[config.mk]
export PLATFORM = sky130hd
export DESIGN_NAME = serial_add_sequencer
export DESIGN_NICKNAME = d
export VERILOG_FILES = /design/src/rtl/serial_add_sequencer.sv
export SDC_FILE = /design/constraint.sdc
export NUM_CORES = 1
export LEC_CHECK = 0
export CORE_MARGIN = 8
export CORE_UTILIZATION = 45
export DETAILED_ROUTE_END_ITERATION = 8
export GPL_TIMING_DRIVEN = 0
export PLACE_DENSITY = 0.83
export SLEW_MARGIN = 20
export SYNTH_ARGS = -nofsm -noshare
export SYNTH_HDL_FRONTEND = slang
export SYNTH_SLANG_ARGS = --single-unit
[constraint.sdc]
create_clock -name clk -period 2.02 [get_ports clk]
set_input_delay 0.505 -clock clk [delete_from_list [all_inputs] [get_ports clk]]
set_output_delay 0.505 -clock clk [all_outputs]
set_load 0.1 [all_outputs]
[src/rtl/serial_add_sequencer.sv]
// Bit-serial adder: one full-adder cell is reused LSB first over WIDTH cycles, then the
// result is held in DONE until the consumer takes it.

module serial_add_fa_cell (
    input  logic x_i,
    input  logic y_i,
    input  logic c_i,
    output logic s_o,
    output logic c_o
);
    logic xy_x;
    logic xy_a;
    logic xc_a;

    assign xy_x = x_i ^ y_i;
    assign xy_a = x_i & y_i;
    assign xc_a = xy_x & c_i;
    assign s_o  = xy_x ^ c_i;
    assign c_o  = xy_a | xc_a;
endmodule

module serial_add_sequencer #(
    parameter int unsigned WIDTH = 8
) (
    input  logic             clk,
    input  logic             reset_n,
    input  logic             start_valid,
    output logic             start_ready,
    input  logic [WIDTH-1:0] a,
    input  logic [WIDTH-1:0] b,
    input  logic             carryin,
    output logic             result_valid,
    input  logic             result_ready,
    output logic [WIDTH-1:0] sum,
    output logic             carryout,
    output logic             overflow,
    output logic             busy
);
    localparam int unsigned CntW = $clog2(WIDTH) + 1;
    localparam bit HasPen = (WIDTH > 1);
    localparam logic [CntW-1:0] LastCnt = CntW'(WIDTH - 1);
    localparam logic [CntW-1:0] PenCnt = CntW'(HasPen ? WIDTH - 2 : 0);

    typedef enum logic [1:0] {StIdle, StRun, StDone} state_e;

    state_e            state_q, state_d;
    logic [WIDTH-1:0]  a_q, a_d;
    logic [WIDTH-1:0]  b_q, b_d;
    logic [WIDTH-1:0]  sum_q, sum_d;
    logic [CntW-1:0]   cnt_q, cnt_d;
    logic              carry_q, carry_d;
    logic              cmsb_q, cmsb_d;
    logic              carryout_q, carryout_d;
    logic              overflow_q, overflow_d;

    logic [WIDTH-1:0]  a_sh;
    logic [WIDTH-1:0]  b_sh;
    logic [WIDTH-1:0]  bit_mask;
    logic              fa_s;
    logic              fa_co;

    assign a_sh     = a_q >> cnt_q;
    assign b_sh     = b_q >> cnt_q;
    assign bit_mask = WIDTH'(1) << cnt_q;

    serial_add_fa_cell u_fa (
        .x_i (a_sh[0]),
        .y_i (b_sh[0]),
        .c_i (carry_q),
        .s_o (fa_s),
        .c_o (fa_co)
    );

    always_comb begin
        state_d      = state_q;
        a_d          = a_q;
        b_d          = b_q;
        sum_d        = sum_q;
        cnt_d        = cnt_q;
        carry_d      = carry_q;
        cmsb_d       = cmsb_q;
        carryout_d   = carryout_q;
        overflow_d   = overflow_q;
        start_ready  = 1'b0;
        busy         = 1'b0;
        result_valid = 1'b0;

        unique case (state_q)
            StIdle: begin
                start_ready = 1'b1;
                if (start_valid) begin
                    a_d     = a;
                    b_d     = b;
                    carry_d = carryin;
                    // With WIDTH=1 the captured carryin is already the carry into the MSB.
                    cmsb_d  = carryin;
                    cnt_d   = '0;
                    state_d = StRun;
                end
            end
            StRun: begin
                busy    = 1'b1;
                sum_d   = fa_s ? (sum_q | bit_mask) : (sum_q & ~bit_mask);
                carry_d = fa_co;
                cnt_d   = cnt_q + CntW'(1);
                if (HasPen && (cnt_q == PenCnt)) begin
                    cmsb_d = fa_co;
                end
                if (cnt_q == LastCnt) begin
                    carryout_d = fa_co;
                    overflow_d = cmsb_q ^ fa_co;
                    state_d    = StDone;
                end
            end
            StDone: begin
                result_valid = 1'b1;
                if (result_ready) begin
                    state_d = StIdle;
                end
            end
            default: state_d = StIdle;
        endcase
    end

    always_ff @(posedge clk) begin
        if (!reset_n) begin
            state_q    <= StIdle;
            a_q        <= '0;
            b_q        <= '0;
            sum_q      <= '0;
            cnt_q      <= '0;
            carry_q    <= 1'b0;
            cmsb_q     <= 1'b0;
            carryout_q <= 1'b0;
            overflow_q <= 1'b0;
        end else begin
            state_q    <= state_d;
            a_q        <= a_d;
            b_q        <= b_d;
            sum_q      <= sum_d;
            cnt_q      <= cnt_d;
            carry_q    <= carry_d;
            cmsb_q     <= cmsb_d;
            carryout_q <= carryout_d;
            overflow_q <= overflow_d;
        end
    end

    assign sum      = sum_q;
    assign carryout = carryout_q;
    assign overflow = overflow_q;
endmodule

==> impl_metrics.env <==
export IMPL_synth_cell_types=42
export IMPL_hold_class="reg -> reg"
export IMPL_fin_cells=283
export IMPL_gr_total_overflow=0
export IMPL_syn_nets=219
export IMPL_grt_start_max_net_pins=11
export IMPL_die_area_mm2=0.00589
export IMPL_clock_latency_ps=290
export IMPL_final_layout_size_suffix_gt1_share_pct=17.0
export IMPL_rsz0062_at_grt="true"
export IMPL_core_area_mm2=0.00361
export IMPL_synth_ff_latch_count=34
export IMPL_drtIter0Drc=85
export IMPL_synth_top_area_share_pct=41.0
export IMPL_grt_usage_pct=14.2
export IMPL_crit_fanout=8
export IMPL_dieHeight_um=76.7
export IMPL_setup_viol=8
export IMPL_postLayoutCoreUtil_pct=61.2
export IMPL_cts_tree="built"
export IMPL_io_buffers=33
export IMPL_diodes=0
export IMPL_ys_warn_count=0
export IMPL_start_util_pct=46.0
export IMPL_synthesis_area_mm2=0.00166
export IMPL_slew_headroom_pct=36.5
export IMPL_drc_errors=0
export IMPL_syn_avg_cell_area_um2=8.69
export IMPL_post_route_min_period_ps=2080
export IMPL_worst_slew_pin_slew_ps=956
export IMPL_antenna_found_initial=0
export IMPL_worstSetupPathType="reg -> reg"
export IMPL_wl_per_cell_um=13.6
export IMPL_worst_endpoint_required_ps=2240
export IMPL_synthCells=191
export IMPL_first_global_vias=1479
export IMPL_cp_end_kind="flip-flop"
export IMPL_final_cell_mix="nand2_1, dfxtp_1, a21oi_1"
export IMPL_violations="setup timing"
export IMPL_slew_violations=0
export IMPL_timing_final_crit_share_pct=103
export IMPL_hold_violations=0
export IMPL_p_per_area_mw_per_mm2=724
export IMPL_fp_row_count=22
export IMPL_arrival_ps=2300
export IMPL_ios=34
export IMPL_root_buffer="clkbuf_8"
export IMPL_grt_pass1_wl_um=6770
export IMPL_seq_area_frac_synth_pct=41.0
export IMPL_cts_buffers=5
export IMPL_status="finished, violations left"
export IMPL_synth_edf_count=0
export IMPL_h_tree_depth=2
export IMPL_die_x_um=76.7
export IMPL_start_kind="flip-flop"
export IMPL_peakVddDrop_mv=0.313
export IMPL_via_count=1484
export IMPL_place_congestion=0.829
export IMPL_ys_flop_type="dfxtp_1"
export IMPL_fmax_ghz=0.481
export IMPL_fin_skew_ps=4.51
export IMPL_setup_slack_ps=-57.0
export IMPL_leakagePower_nw=0.844
export IMPL_postRouteAntennaNets=0
export IMPL_synth_largest_area_cell="dfxtp_1"
export IMPL_cts_path_max_buffers=2
export IMPL_viasPerCell=5.24
export IMPL_final_common_cell="nand2_1"
export IMPL_clkSlewWorstSetupHoldPaths_ps=70
export IMPL_synthTopCellsByArea="dfxtp_1, a21oi_1, nand2_1, ha_1, nand3_1"
export IMPL_cts_hold_buf=0
export IMPL_dr_pass1_iters=4
export IMPL_dp_cells=272
export IMPL_syn2layout_area_growth_pct=33.1
export IMPL_cap_violations=0
export IMPL_routed_wl_um=3840
export IMPL_post_dp_hpwl_um=2730
export IMPL_nets=262
export IMPL_synthArstFlopShare_pct=0
export IMPL_cts_sinks=34
==> final timing paths <==
path / from / end / depth (start not counted) / slack (ps)
setup reg to reg: cnt_q[1] / flip-flop / 7 / -60
hold / removal: b_q[1] / b_q[1] / 2 / 450
setup / recovery: cnt_q[1] / flip-flop / 7 / -60
hold reg to reg: b_q[1] / b_q[1] / 2 / 450
==> power breakdown <==
part	switching [W]	total (W)	internal, W
Combinational	0.000164	0.000294	0.000130
Clock	0.000242	0.000586	0.000344
Sequential	0.0000204	0.000719	0.000698
Total	0.000426	0.00160	0.00117
==> final cells by class <==
class | instances | area (um^2)
Tap cell | 48 | 60.1
Inverter | 10 | 37.5
Multi-Input combinational cell | 136 | 891
Sequential cell | 34 | 688
Buffer | 11 | 83.8
Fill cell | 327 | 1400
Timing Repair Buffer | 36 | 338
Clock buffer | 8 | 110
==> repair_timing <==
action,CTS,global route
resized for setup,31,12
setup buffers,1,2
endpoints found under the setup margin,24,18
pin swaps,0,1
==> stage by stage <==
stage	setup slack (ps)	area (um^2)	setup TNS, ps	power (W)	hold WS [ps]
detailed placement	-407	2060	-2700	0.00101	446
finish	-57.0	2210	-349	0.00160	451
global route	-153	2210	-985	0.00168	468
floorplan	16.4	1670	0	0.000912	432
CTS	-90.9	2180	-545	0.00161	455
global placement	-381	2060	-2530	0.000998	439
==> synthesized netlist by cell type (2+ instances only) <==
master    instances
buf_6             3
nand3_1           9
and4bb_1          2
nand2_1          35
and2_1            2
o22ai_1           2
o21ai_0           6
ha_1              6
nor2_1            6
dfxtp_1          34
nand2b_1          4
a21oi_1          29
o21a_1            2
clkbuf_1          6
o21ai_1           3
mux2i_1           2
nor3_1            3
nor2b_1           2
a211oi_1          3
inv_1             9
mux2_2            2
==> cells by family after synthesis <==
family | count (synthesis) | synth area share (%)
and+or+nand+nor | 73 | 24.1
AOI/OAI and AO/OA | 49 | 16.7
DFF | 34 | 41.0
buffers and inverters | 21 | 6.41
adders and majority gates | 7 | 5.73
muxes | 6 | 5.51
xor gates and xnor gates | 1 | 0.528
==> worst max-delay path, stage by stage, from the launching register on <==
cell	delay [ps]
dfxtp_4	380
mux4_2	500
o22ai_2	180
nor3_2	70
fa_2	570
buf_8	120
nand3_1	80
a21oi_2	120
==> routing by layer <==
metal | routed length (um) | track usage [%] | vias to the layer above
li1 | - | - | 751
met1 | 1730 | 15.8 | 693
met2 | 1820 | 23.1 | 35
met3 | 222 | 5.94 | 5
met4 | 65 | 5.77 | 0
met5 | 0 | 0 | -
(Power assumes the default switching activity.)
==> RTL change, RTL diff (same flow settings) <==
Reset style: asynchronous (`reset_n`), changed in one clocked block.
--- a/src/rtl/serial_add_sequencer.sv
+++ b/src/rtl/serial_add_sequencer.sv
@@ -124,3 +124,3 @@
 
-    always_ff @(posedge clk) begin
+    always_ff @(posedge clk or negedge reset_n) begin
         if (!reset_n) begin
Formal check against the unedited RTL: differs if reset_n is asserted again (counterexample within 4 cycles, from zero or initial values and one cycle with reset_n low); with reset_n held inactive, the same outputs for 10 cycles.
==> RTL change against the original RTL <==
The flow still finishes with violations (setup timing). Worst setup slack worse by 0.14 ns. First-iteration DRC count down 60%. Core utilization about the same. Routed wire length down 14%. Critical path depth unchanged. Area after synthesis unchanged. Cell count down 12%. Cell area about the same. Sequential cell count unchanged. Largest cell class is now registers.
Power is not shown: default switching activity piles up to over one toggle a cycle in this logic, so the estimate is an artifact.
==> RTL change: results (changes against the original RTL) <==
- Status: finished, violations left (unchanged)
- Violated checks: setup timing (unchanged)
- Fin nets: 228 (was 262)
- Worst path slowest cell: mux4_2 (was fa_2)
- Fillcell total: 309 (was 327)
- Unique masters post-synth: 28 (was 42)
- Non-clock buffer share: 0.1818 (was 0.1909)
- Largest net degree at the start of global routing: 19 (was 11)
- Clock Latency Late Sink: 0.28 ns
- Metal3 WL: 208 µm (was 222 µm)
- Multi-input logic area: 787.0 µm² (was 890.9 µm²)
- Met2 Usage GRT: 0.1920 (was 0.2311)
- Dpl hpwl: 2455 µm (was 2734 µm)
- Syn_nets: 184 (was 219)
- Final Wtd Congestion: 0.8120 (was 0.8291)
- Multiplexer share of the synthesized area: 0.1508 (was 0.05505)
- Clk_buf instances: 7 (was 8)
- Reg-to-Reg Start: cnt_q[0] (was cnt_q[1])
- H-Tree Depth: 2 (unchanged)
- Async S/R FF share, synth: 1.000 (was 0)
- Clock Skew: 0.004616 ns (was 0.004510 ns)
- Inverters: 5 (was 10)
- Register area share after synthesis: 0.5128 (was 0.4103)
- HP Class: primary input to async pin (was flip-flop to flip-flop)
- Routed vias: 1,200 (was 1,484)
- Crit Path Class: flip-flop to flip-flop (unchanged)
- Slew @ Worst Pin: 0.9509 ns (was 0.9556 ns)
- First-pass GRT wire length: 5816 µm (was 6768 µm)
- Cells resized by post-CTS repair: 28 (was 31)
- Initial antenna violation count: 0 (unchanged)
- Crit path max-delay family: multiplexers (was adder cells)
- Hold_ws: 0.1500 ns (was 0.4515 ns)
- Vias in the first global route: 1,299 (was 1,479)
- Final setup margin: -0.2001 ns (was -0.05705 ns)
- Detailed-route wire length: 3308 µm (was 3835 µm)
- Crit path max fanout: 6 (was 8)
- 1st-iter DRT viols: 34 (was 85)
- Final setup fails: 12 (was 8)
- Met1 wire length: 1473 µm (was 1730 µm)
- Routed wl met2: 1572 µm (was 1817 µm)
- Commonest cells in the netlist: nand2_1, dfrtp_1, mux2_2, ha_1, inv_1 (was nand2_1, dfxtp_1, a21oi_1, inv_1, nand3_1)
- Overall routing resource usage: 0.1214 (was 0.1415)
- Synth Area in Compound Gates: 0.02564 (was 0.1674)
- Met1 Use GR: 0.1376 (was 0.1582)
- Bufs w/o clock: 43 (was 47)
- Deepest clock path buffer count: 2 (unchanged)
- Clk cell area share: 0.04134 (was 0.04986)
- WP data arrival: 2.39 ns (was 2.30 ns)
- Setup Buffers After CTS: 3 (was 1)
- Number of port buffers: 33 (unchanged)
- Global routing usage on met3: 0.05478 (was 0.05944)
- Storage element area: 850.8 µm² (was 688.2 µm²)
- Area contributors post-synth: dfrtp_1, nand2_1, mux2_2 (was dfxtp_1, a21oi_1, nand2_1)
- CP max stage delay: 0.51 ns (was 0.57 ns)
- Share of layout cells above drive strength 1: 0.2488 (was 0.1702)
- Post-Synth Adder-Cell Area: 0.05732 (unchanged)
- #MultiIn Comb: 111 (was 136)
-- RTL change: cell types whose count changed after synthesis, moves of 4 or more --
cell      delta
a21oi_1     -26
clkbuf_1     -5
dfrtp_1     +34
dfxtp_1     -34
inv_1        -4
mux2_2       +7
nand2_1     +31
nand3_1      -7
nor2_1       -5
-- RTL change: stage by stage --
step                      worst slack (ns)  TNS [ns]  cell area, µm²  std cells  utilization
final                              -0.2001    -1.245            2210        249       0.6128
after detailed placement           -0.5442    -2.793            2098        238       0.5819
after floorplan                    -0.1393   -0.3614            1685        156            -
after global routing               -0.2712    -2.212            2210        249       0.6128
after CTS                          -0.2293    -1.776            2203        249       0.6110
after global placement             -0.5389    -10.40            2076        237       0.5756
-- RTL change: cell families after synthesis --
group / count (synthesis)
AOI/OAI and AO/OA: 8
xor gates and xnor gates: 1
adders and majority gates: 7
buffers and inverters: 11
DFF: 34
muxes: 18
and+or+nand+nor: 77
